**config.mk**
```make
export PLATFORM = sky130hd
export DESIGN_NAME = dpbr_stream_reader
export DESIGN_NICKNAME = d
export VERILOG_FILES = /design/src/rtl/dpbr_pkg.sv /design/src/rtl/dpbr_pf_fifo.sv /design/src/rtl/dpbr_stream_reader.sv
export SDC_FILE = /design/constraint.sdc
export NUM_CORES = 1
export LEC_CHECK = 0
export ABC_AREA = 1
export ABC_CLOCK_PERIOD_IN_PS = 2840
export CORE_MARGIN = 2
export CORE_UTILIZATION = 55
export CTS_CLUSTER_DIAMETER = 30
export CTS_CLUSTER_SIZE = 12
export DETAILED_ROUTE_END_ITERATION = 8
export PLACE_DENSITY_LB_ADDON = 0.15
export SYNTH_ARGS = -nofsm -noshare
export SYNTH_HDL_FRONTEND = slang
export SYNTH_SLANG_ARGS = --single-unit
```
**constraint.sdc**
```tcl
create_clock -name clk -period 2.84 [get_ports clk]
set_input_delay 0.568 -clock clk [delete_from_list [all_inputs] [get_ports clk]]
set_output_delay 0.568 -clock clk [all_outputs]
set_load 0.02 [all_outputs]
```
**src/rtl/dpbr_pkg.sv**
```systemverilog
// dpbr_pkg: shared widths, pointer type and pointer math
// for the dual-port BRAM stream reader.
package dpbr_pkg;

  localparam int DPBR_ADDR_W = 10;
  localparam int DPBR_DATA_W = 9;

  typedef logic [DPBR_ADDR_W:0] ptr_t;

  function automatic ptr_t ptr_diff(input ptr_t a, input ptr_t b);
    return a - b;
  endfunction

endpackage

```
**src/rtl/dpbr_pf_fifo.sv**
```systemverilog
// dpbr_pf_fifo: small register FIFO holding prefetched
// BRAM words in front of the output stream.
module dpbr_pf_fifo #(
  parameter int DEPTH = 2,
  parameter int W     = 9,
  localparam int IW   = (DEPTH > 1) ? $clog2(DEPTH) : 1,
  localparam int CW   = $clog2(DEPTH + 1)
) (
  input  logic          clk,
  input  logic          resetn,
  input  logic          clr,
  input  logic          push,
  input  logic [W-1:0]  din,
  input  logic          pop,
  output logic [W-1:0]  dout,
  output logic          valid,
  output logic [CW-1:0] count
);

  logic [W-1:0]  mem [DEPTH];
  logic [IW-1:0] head;
  logic [IW-1:0] tail;
  logic [CW-1:0] cnt;

  function automatic logic [IW-1:0] nxt(input logic [IW-1:0] i);
    return (i == IW'(DEPTH - 1)) ? '0 : i + 1'b1;
  endfunction

  assign valid = (cnt != '0);
  assign count = cnt;
  assign dout  = valid ? mem[head] : '0;

  // storage: written at the tail, contents need no reset
  always_ff @(posedge clk) begin
    if (push && !clr)
      mem[tail] <= din;
  end

  // head/tail/occupancy bookkeeping; clr empties the FIFO
  always_ff @(posedge clk or negedge resetn) begin
    if (!resetn) begin
      head <= '0;
      tail <= '0;
      cnt  <= '0;
    end else if (clr) begin
      head <= '0;
      tail <= '0;
      cnt  <= '0;
    end else begin
      if (push)
        tail <= nxt(tail);
      if (pop)
        head <= nxt(head);
      unique case ({push, pop})
        2'b10:   cnt <= cnt + 1'b1;
        2'b01:   cnt <= cnt - 1'b1;
        default: cnt <= cnt;
      endcase
    end
  end

endmodule

```
**src/rtl/dpbr_stream_reader.sv**
```systemverilog
// dpbr_stream_reader: prefetches circular-buffer entries
// from BRAM port B and streams them out as valid/ready.
import dpbr_pkg::*;

module dpbr_stream_reader #(
  parameter int ADDR_W   = DPBR_ADDR_W,
  parameter int DATA_W   = DPBR_DATA_W,
  parameter int PF_DEPTH = 2
) (
  input  logic              clk,
  input  logic              resetn,
  input  logic [ADDR_W:0]   wr_ptr,
  output logic [ADDR_W:0]   rd_ptr,
  output logic [ADDR_W:0]   level,
  input  logic              flush,
  output logic [ADDR_W-1:0] bram_addrb,
  output logic              bram_ceb,
  output logic              bram_web,
  input  logic [DATA_W-1:0] bram_dob,
  output logic [DATA_W-1:0] m_data,
  output logic              m_valid,
  input  logic              m_ready
);

  localparam int CW = $clog2(PF_DEPTH + 1);
  localparam int OW = CW + 1;

  logic [ADDR_W:0] iss_ptr;
  logic [ADDR_W:0] rd_q;
  logic            inflight;
  logic [CW-1:0]   stored;
  logic [OW-1:0]   occ;
  logic            pop;
  logic            pending;
  logic            has_room;
  logic            issue;

  assign pop      = m_valid & m_ready;
  assign pending  = (iss_ptr != wr_ptr);
  assign occ      = OW'(stored) + OW'(inflight);
  assign has_room = occ < (OW'(PF_DEPTH) + OW'(pop));
  // resetn gate keeps the read strobe low while reset is held
  assign issue    = resetn & ~flush & pending & has_room;

  assign bram_ceb   = issue;
  assign bram_addrb = iss_ptr[ADDR_W-1:0];
  assign bram_web   = 1'b0;
  assign rd_ptr     = rd_q;
  assign level      = ptr_diff(wr_ptr, rd_q);

  // issue/consume pointers and the one-deep read pipeline
  always_ff @(posedge clk or negedge resetn) begin
    if (!resetn) begin
      iss_ptr  <= '0;
      rd_q     <= '0;
      inflight <= 1'b0;
    end else if (flush) begin
      iss_ptr  <= wr_ptr;
      rd_q     <= wr_ptr;
      inflight <= 1'b0;
    end else begin
      if (issue)
        iss_ptr <= iss_ptr + 1'b1;
      if (pop)
        rd_q <= rd_q + 1'b1;
      inflight <= issue;
    end
  end

  dpbr_pf_fifo #(
    .DEPTH (PF_DEPTH),
    .W     (DATA_W)
  ) u_pf (
    .clk    (clk),
    .resetn (resetn),
    .clr    (flush),
    .push   (inflight & ~flush),
    .din    (bram_dob),
    .pop    (pop),
    .dout   (m_data),
    .valid  (m_valid),
    .count  (stored)
  );

endmodule
```
Yosys cells after proc, flatten, opt, wreduce, memory -nomap -nowiden
Memory sizes are Yosys's and may differ from the RTL's. Cells that the tools add are included.

Bits in registers: 27. Memory bits (writable): 18. Input port bits: 24. Output and inout bits: 44. Logic and storage cells: 49. Memories: 1.

Add/sub/neg operators: 9. Order comparisons: 1. Equality and inequality tests: 3. Multiplexer cells: 16. Bitwise gates (word level): 6. Reduce and logical (&&, ||, !) cells: 7.

Memory list: u_pf.mem (words 2, width 9, read ports 1, clocked after Yosys merged registers in 0, write ports 1, line dpbr_pf_fifo.sv:20) `logic [W-1:0] mem [DEPTH];`.

Operator list (count): $mux W11 (4); $add A11 B1 Y11 const B (2); $ne A11 B11 Y1 (1); $sub A11 B11 Y11 (1); $mux W1 (9); $mux W9 (1); $reduce_bool A2 Y1 (4); $and A1 B1 Y1 (5); $pmux W2 S2 (1); $add A2 B1 Y3 (1); $add A2 B1 Y3 const A (1); $lt A3 B3 Y1 (1); $reduce_bool A3 Y1 (1); $add A1 B1 Y1 const B (2); $add A2 B1 Y2 const B (1); $eq A2 B1 Y1 const B (1); $eq A2 B2 Y1 const B (1); $mux W2 (1); $sub A2 B1 Y2 const B (1); $logic_and A1 B1 Y1 (1); $logic_not A1 Y1 (1); $not A1 Y1 (1).

Depth between registers and ports, before layout
Gate-level depths: netlist of run 1.

Depth in word-level cells: 7. Depth in mapped cells: 11. Mapped depth without buffers: 10.

Hierarchy
A second synthesis of run 1 with hierarchy kept.

Cells, all modules: 422. Area total of the unflattened synthesis: 3184.3 µm².

By module, submodules not included: dpbr_stream_reader (instances 1, cells each 343, area each 2288.4 µm², seq. area each 575.6 µm²); dpbr_pf_fifo (instances 1, cells each 79, area each 895.9 µm², seq. area each 640.6 µm²).

Least setup slack after synthesis of run 1
Ideal clock, no wire load.

Kind: input port to output port. From: input wr_ptr[0]. To: output level[6]. Data arrival time: 1.959 ns. Required time: 2.272 ns. Slack: 0.313 ns. Cell stages on the path: 8. Buffers on the path: 0. Path through: inv_1 ha_1 inv_1 fa_1 nand3_1 nand3_1 a21oi_1 xor2_1.

Word-level cells in the longest chain between the ends: 1.

Ends and longest elaborated chain: from (decl) (line dpbr_stream_reader.sv:12) `input logic [ADDR_W:0] wr_ptr,`; $sub A11 B11 Y11 (line dpbr_pkg.sv:11) `return a - b;`; to (decl) (line dpbr_stream_reader.sv:14) `output logic [ADDR_W:0] level,`.

Every way passes these cells.

Worst setup path after layout of run 1
From: input wr_ptr[0]. To: output level[2].

The elaborated chain is that of the path after synthesis.

==> flow_summary.yaml, run 1 <==
timing:
  hold_slack_ns: 0.547
  fin_worst_skew_ns: 0.0100
  timing.final.crit_share_pct: 97.2
  min_period_ns: 2.76
  slew_violations: 0
  rsz0062_at_grt: "no"
  max_freq_mhz: 362
  setup_viol: 0
  layout_setup_ws_ns: 0.0782
  hold_viol: 0
critical_path:
  critical-path-top-delay-family: "buffers and inverters"
  worstSetupPathType: "in -> out"
  crit_start: "wr_ptr[0]"
  r2r_slack_ns: 1.10
  slowest_stage: "fa_2"
  critPathMaxFanout: 2
  critPathCaptureType: "output pin"
  path_depth: 8
  cp_common_cell: "dlygate4sd2_1"
  slowest_delay_ns: 0.35
  critPathBufInv: 5
  critical_path_arrival_ns: 2.19
  worstReg2RegEnd: "iss_ptr[6]$_DFFE_PN0P_"
  cp.required_ns: 2.27
  rr_worst_depth: 10
  start_kind: "primary input"
  r2r-start: "inflight$_DFF_PN0_"
  cp_cell_sequence: "dlygate4sd2_1 > inv_2 > ha_2 > inv_1 > fa_2 > buf_4 > xor2_1 > dlygate4sd2_1"
  endpoint: "level[2]"
routing:
  viasPerCell: 5.24
  wl_per_cell_um: 13.7
  first_iter_violations: 234
  ant_nets: 0
  drcViolationCount: 0
  wl_um: 8120
  dr_total_vias: 3105
  drt_first_pass_iters: 5
logic_synthesis:
  synthArstFlopShare_pct: 60.0
  synth_nets: 465
  ys_seq_area_share_pct: 38.7
  synth_cell_types: 30
  synth_top_area_cell: "dfrtp_1"
  netlist_area_mm2: 0.00314
  syn_avg_cell_area_um2: 7.38
  synth_area_leaders: "dfrtp_1 (22%), edfxtp_1 (17%), nand2_1 (17%), inv_1 (6.8%), nand3_1 (6.7%)"
  yosys_warnings: 0
  synth_seq_cells: 45
  synth_most_common_cell: "nand2_1"
  synthCells: 426
  synth_top_area_share_pct: 21.5
  synth-main-ff-cell: "dfrtp_1"
  synth_edf_count: 18
  ys_top_cells_by_count: "nand2_1 (142), inv_1 (57), nand3_1 (42)"
clock_tree:
  htree_num_levels: 2
  clk_pin_slew_ns: 0.09
  cts_buffer_depth: 2
  cts_hold_buf: 0
  cts_tree: "built"
  clkLatencyLatePin_ns: 0.30
  cts_buffers: 5
  root_buffer: "clkbuf_8"
  cts_sinks: 45
  post-cts-setup-buffer-count: 0
floorplanning:
  core_mm2: 0.00551
  start_util_pct: 57.1
  die_x_um: 79.6
  fp-row-count: 27
  die_y_um: 79.6
  dieArea_mm2: 0.00633
  io_pins: 68
power_and_ir_drop:
  ir_drop_mv: 0.484
  power.density_mw_per_mm2: 740
  power_leakage_nw: 2.08
placement:
  dp_hpwl_um: 6110
  place_congestion: 0.854
  pre_cts_ws_ns: -0.581
  io_buffers: 66
layout:
  final_layout_size_suffix_gt1_share_pct: 15.4
  fillers: 420
  num_antenna_cells: 0
  area_growth_pct: 33.9
  fin_nets: 558
flow_run:
  drv_cap: 0
global_route:
  antenna_found_initial: 0
  grt_usage_pct: 25.9
  grt_pass1_wl_um: 13000
  grt-ovfl-total: 0
  grt_max_degree: 28
  grt_pass1_vias: 2867
min_path:
  hp-class: "reg -> reg"
outcome:
  status: "finished, final reports clean"
[worst min-delay path by stage]
stage,to,cells after the start,start
after floorplan,inflight$_DFF_PN0_,0,resetn
after global placement,u_pf.tail$_DFFE_PN0P_,1,u_pf.tail$_DFFE_PN0P_
after detailed placement,u_pf.tail$_DFFE_PN0P_,1,u_pf.tail$_DFFE_PN0P_
after CTS,u_pf.tail$_DFFE_PN0P_,1,u_pf.tail$_DFFE_PN0P_
after global routing,u_pf.tail$_DFFE_PN0P_,1,u_pf.tail$_DFFE_PN0P_
final,u_pf.tail$_DFFE_PN0P_,1,u_pf.tail$_DFFE_PN0P_
[worst reg2reg max path: stages (launching register included)]
cell     delay, ns
dfrtp_1       0.41
ha_1          0.21
ha_1          0.28
o21ai_2       0.05
inv_1         0.05
nor2_2        0.08
nand2_2       0.06
buf_4         0.18
nand2_2       0.20
nand2_1       0.09
nand2_1       0.07
[through the flow]
stage	utilization (%)	power (W)	instances	setup TNS, ns	area, um^2
after global routing	76.4	0.00332	592	0	4210
after detailed placement	73.6	0.00271	584	-4.54	4050
final	76.4	0.00311	592	0	4210
after floorplan	-	0.00196	426	0	3140
after CTS	74.9	0.00306	592	0	4120
after global placement	73.6	0.00266	584	-3.99	4050
[flip-flops by register name, summed over array words and instances (netlist names)]
name        cells
rd_ptr         11
u_pf.head       1
u_pf.tail       1
u_pf.mem       18
iss_ptr        11
u_pf.count      2
inflight        1
[kinds of logic (layout without fill, tap and decap cells)]
logic type | count (synthesis) | in the layout | synth area share [%]
DFF | 45 | 45 | 38.7
xor gates and xnor gates | 21 | 21 | 5.85
and+or+nand+nor | 219 | 219 | 29.2
buffers and inverters | 80 | 174 | 11.6
AOI/OAI and AO/OA | 45 | 45 | 8.32
adders and majority gates | 15 | 15 | 6.21
other | 1 | 1 | 0.119
[layout make-up]
cell class | count | area [um^2] | share of cell area [%]
timing repair buffer | 106 | 925 | 22.0
clock buffer | 5 | 68.8 | 1.64
inverter | 60 | 225 | 5.36
sequential | 45 | 1220 | 28.9
tap | 72 | 90.1 | 2.14
multi-input combinational | 301 | 1660 | 39.4
clock inverter | 3 | 25.0 | 0.595
[where the power goes]
| part | internal (W) | total, W | switching, W |
|---|---|---|---|
| clock network | 0.000178 | 0.000411 | 0.000233 |
| registers | 0.000787 | 0.000937 | 0.000150 |
| logic | 0.000769 | 0.00177 | 0.000997 |
| total | 0.00173 | 0.00311 | 0.00138 |
[cells in the final DEF (no fill, tap or decap), drive strengths merged]
master,synthesis,layout
a21o,2,2
a21oi,16,16
a31oi,2,2
buf,17,48
clkbuf,3,5
clkdlybuf4s50,0,51
clkinv,1,2
clkinvlp,0,1
conb,1,1
dfrtp,27,27
dlygate4sd2,0,5
dlymetal6s2s,0,2
edfxtp,18,18
fa,1,1
ha,14,14
inv,59,60
nand2,147,147
nand3,42,42
nand4,6,6
nor2,22,22
nor3,2,2
o211ai,4,4
o21ai,17,17
o221ai,4,4
xnor2,4,4
xor2,17,17
[timing repair]
item                       in CTS  in global routing
resized for setup              44                 19
pin swaps                       0                  2
setup endpoints to repair      11                  5
[metal layers]
| layer | GRT usage (%) | wire length (um) |
|---|---|---|
| met5 | 0 | 0 |
| met4 | 4.83 | 62 |
| met3 | 3.73 | 450 |
| met2 | 43.4 | 4000 |
| met1 | 36.2 | 3610 |
Note: power is estimated with default switching activity, not from simulation.
==> run 2: changes to the inputs <==
--- a/config.mk
+++ b/config.mk
@@ -13,6 +13,7 @@
 export CTS_CLUSTER_SIZE = 12
 export DETAILED_ROUTE_END_ITERATION = 8
 export PLACE_DENSITY_LB_ADDON = 0.15
+export SKIP_CTS_REPAIR_TIMING = 1
 export SYNTH_ARGS = -nofsm -noshare
 export SYNTH_HDL_FRONTEND = slang
 export SYNTH_SLANG_ARGS = --single-unit
==> run 2 against run 1 <==
Cell count unchanged; global-route usage hardly changed; worst hold slack worse by 0.00051 ns; largest cell class unchanged; maximum frequency is 0.89% lower; via count fell by 0.68%; clock skew decreased by 0.0019 ns; critical path depth grew 1; first-iteration DRC count rose by 20%; clock-buffer cell count is the same; critical path type unchanged; clock power hardly changed.
==> flow_summary.yaml, run 2 (synthesis results as in run 1) <==
clock_tree:
  cts_tree: "built"
  clkLatencyLatePin_ns: 0.30
  cts_buffers: 5
  cts_sinks: 45
  cts_buffer_depth: 2
  clk_pin_slew_ns: 0.09
  root_buffer: "clkbuf_8"
  htree_num_levels: 2
routing:
  dr_total_vias: 3084
  viasPerCell: 5.21
  wl_um: 7850
  first_iter_violations: 280
  ant_nets: 0
  drt_first_pass_iters: 5
  drcViolationCount: 0
  wl_per_cell_um: 13.3
placement:
  dp_hpwl_um: 6110
  dpl.cell_count: 584
  place_congestion: 0.854
  placed_area_mm2: 0.00405
  io_buffers: 66
global_route:
  grt_usage_pct: 25.9
  antenna_found_initial: 0
  grt_max_degree: 28
  grt_pass1_vias: 2867
  grt-ovfl-total: 0
  grt_pass1_wl_um: 13000
power_and_ir_drop:
  power.density_mw_per_mm2: 739
  p_clk_share_pct: 13.2
  power_frac_comb_pct: 56.6
  pwr-share-seq_pct: 30.1
  p_int_w: 0.00174
  power_leakage_nw: 2.12
  power_switching_w: 0.00136
  p_sw_share_pct: 44.0
  ir_drop_mv: 0.480
outcome:
  status: "finished, final reports clean"
layout:
  area_growth_pct: 33.5
  final_cells: 592
  largest_register_ff_count: 18
  largest_register: "u_pf.mem"
  final_cell_mix: "nand2_1 (142), inv_1 (56), clkdlybuf4s50_1 (53)"
  num_antenna_cells: 0
  final_common_cell: "nand2_1"
  final_area_mm2: 0.00419
  final_layout_size_suffix_gt1_share_pct: 14.2
  fin_nets: 558
flow_run:
  drv_cap: 0
floorplanning:
  fp-row-count: 27
  start_util_pct: 57.1
  die_y_um: 79.6
  dieArea_mm2: 0.00633
  core_mm2: 0.00551
  die_x_um: 79.6
  io_pins: 68
timing:
  max_freq_mhz: 359
  timing.final.crit_share_pct: 98.1
  setup_viol: 0
  min_period_ns: 2.79
  fin_worst_skew_ns: 0.00815
  hold_viol: 0
  slew_violations: 0
critical_path:
  start_kind: "primary input"
  critPathBufInv: 2
  cp.required_ns: 2.27
  critPathCaptureType: "output pin"
  slowest_delay_ns: 0.50
  worstSetupPathType: "in -> out"
  cp_common_cell: "nand2_1"
  critical-path-top-delay-family: "buffers and inverters"
  critical_path_arrival_ns: 2.22
  cp_cell_sequence: "clkdlybuf4s50_1 > ha_2 > nand2_1 > a21oi_1 > o21ai_1 > nand3_1 > nand2_1 > nand2_1 > buf_2"
  slowest_stage: "clkdlybuf4s50_1"
  critPathMaxFanout: 5
min_path:
  hp-class: "reg -> reg"
-- run 2: power by group through the flow --
| stage | registers [W] | logic (W) | clock network, W |
|---|---|---|---|
| after floorplan | 0.000947 | 0.00102 | 0 |
| after global placement | 0.000940 | 0.00172 | 0 |
| after detailed placement | 0.000946 | 0.00176 | 0 |
| final | 0.000935 | 0.00176 | 0.000410 |
| after CTS | 0.000933 | 0.00177 | 0.000416 |
| after global routing | 0.000956 | 0.00192 | 0.000441 |
-- run 2: final timing paths --
check	startpoint	end	slack [ns]	cells past startpoint
worst min register to register	u_pf.tail$_DFFE_PN0P_	u_pf.tail$_DFFE_PN0P_	0.55	1
worst min-delay path	u_pf.tail$_DFFE_PN0P_	u_pf.tail$_DFFE_PN0P_	0.55	1
max in group asynchronous	resetn	iss_ptr[10]$_DFFE_PN0P_	1.88	2
worst max-delay path	wr_ptr[3]	level[10]	0.05	9
worst max register to register	inflight$_DFF_PN0_	iss_ptr[6]$_DFFE_PN0P_	1.10	10
min in group asynchronous	resetn	u_pf.count[0]$_DFFE_PN0P_	0.70	2
-- run 2: per-layer routing --
layer	global-route usage [%]	part of all wire, %	vias up
met5	0	0	-
met3	3.73	5.3	14
met1	36.1	45	1435
li1	-	-	1542
met2	43.4	48	93
met4	4.83	1.3	0
-- run 2: layout make-up --
class / instances / area (um^2)
sequential: 45 / 1220
multi-input combinational: 301 / 1620
inverter: 60 / 225
clock buffer: 5 / 68.8
fill: 426 / 1310
clock inverter: 3 / 25.0
timing repair buffer: 106 / 946
tap: 72 / 90.1
-- run 2: worst register-to-register path: cells and delay by family (launching register included) --
family / cells / cell delay, ns
adders and majority gates: 2 / 0.49
buffers and inverters: 2 / 0.23
AOI/OAI and AO/OA: 1 / 0.05
and+or+nand+nor: 5 / 0.50
DFF: 1 / 0.41
-- run 2: per-stage QoR --
stage          hold WS, ns  power (W)  TNS (ns)  setup WS, ns  util (%)
2_1_floorplan        0.272    0.00196         0         0.313         -
3_3_place_gp         0.508    0.00266     -3.99        -0.516      73.6
3_5_place_dp         0.546    0.00271     -4.54        -0.581      73.6
4_1_cts              0.560    0.00312     -4.66        -0.596      75.3
5_1_grt              0.618    0.00332   -0.0453       -0.0414      76.1
6_report             0.547    0.00310         0        0.0533      76.1
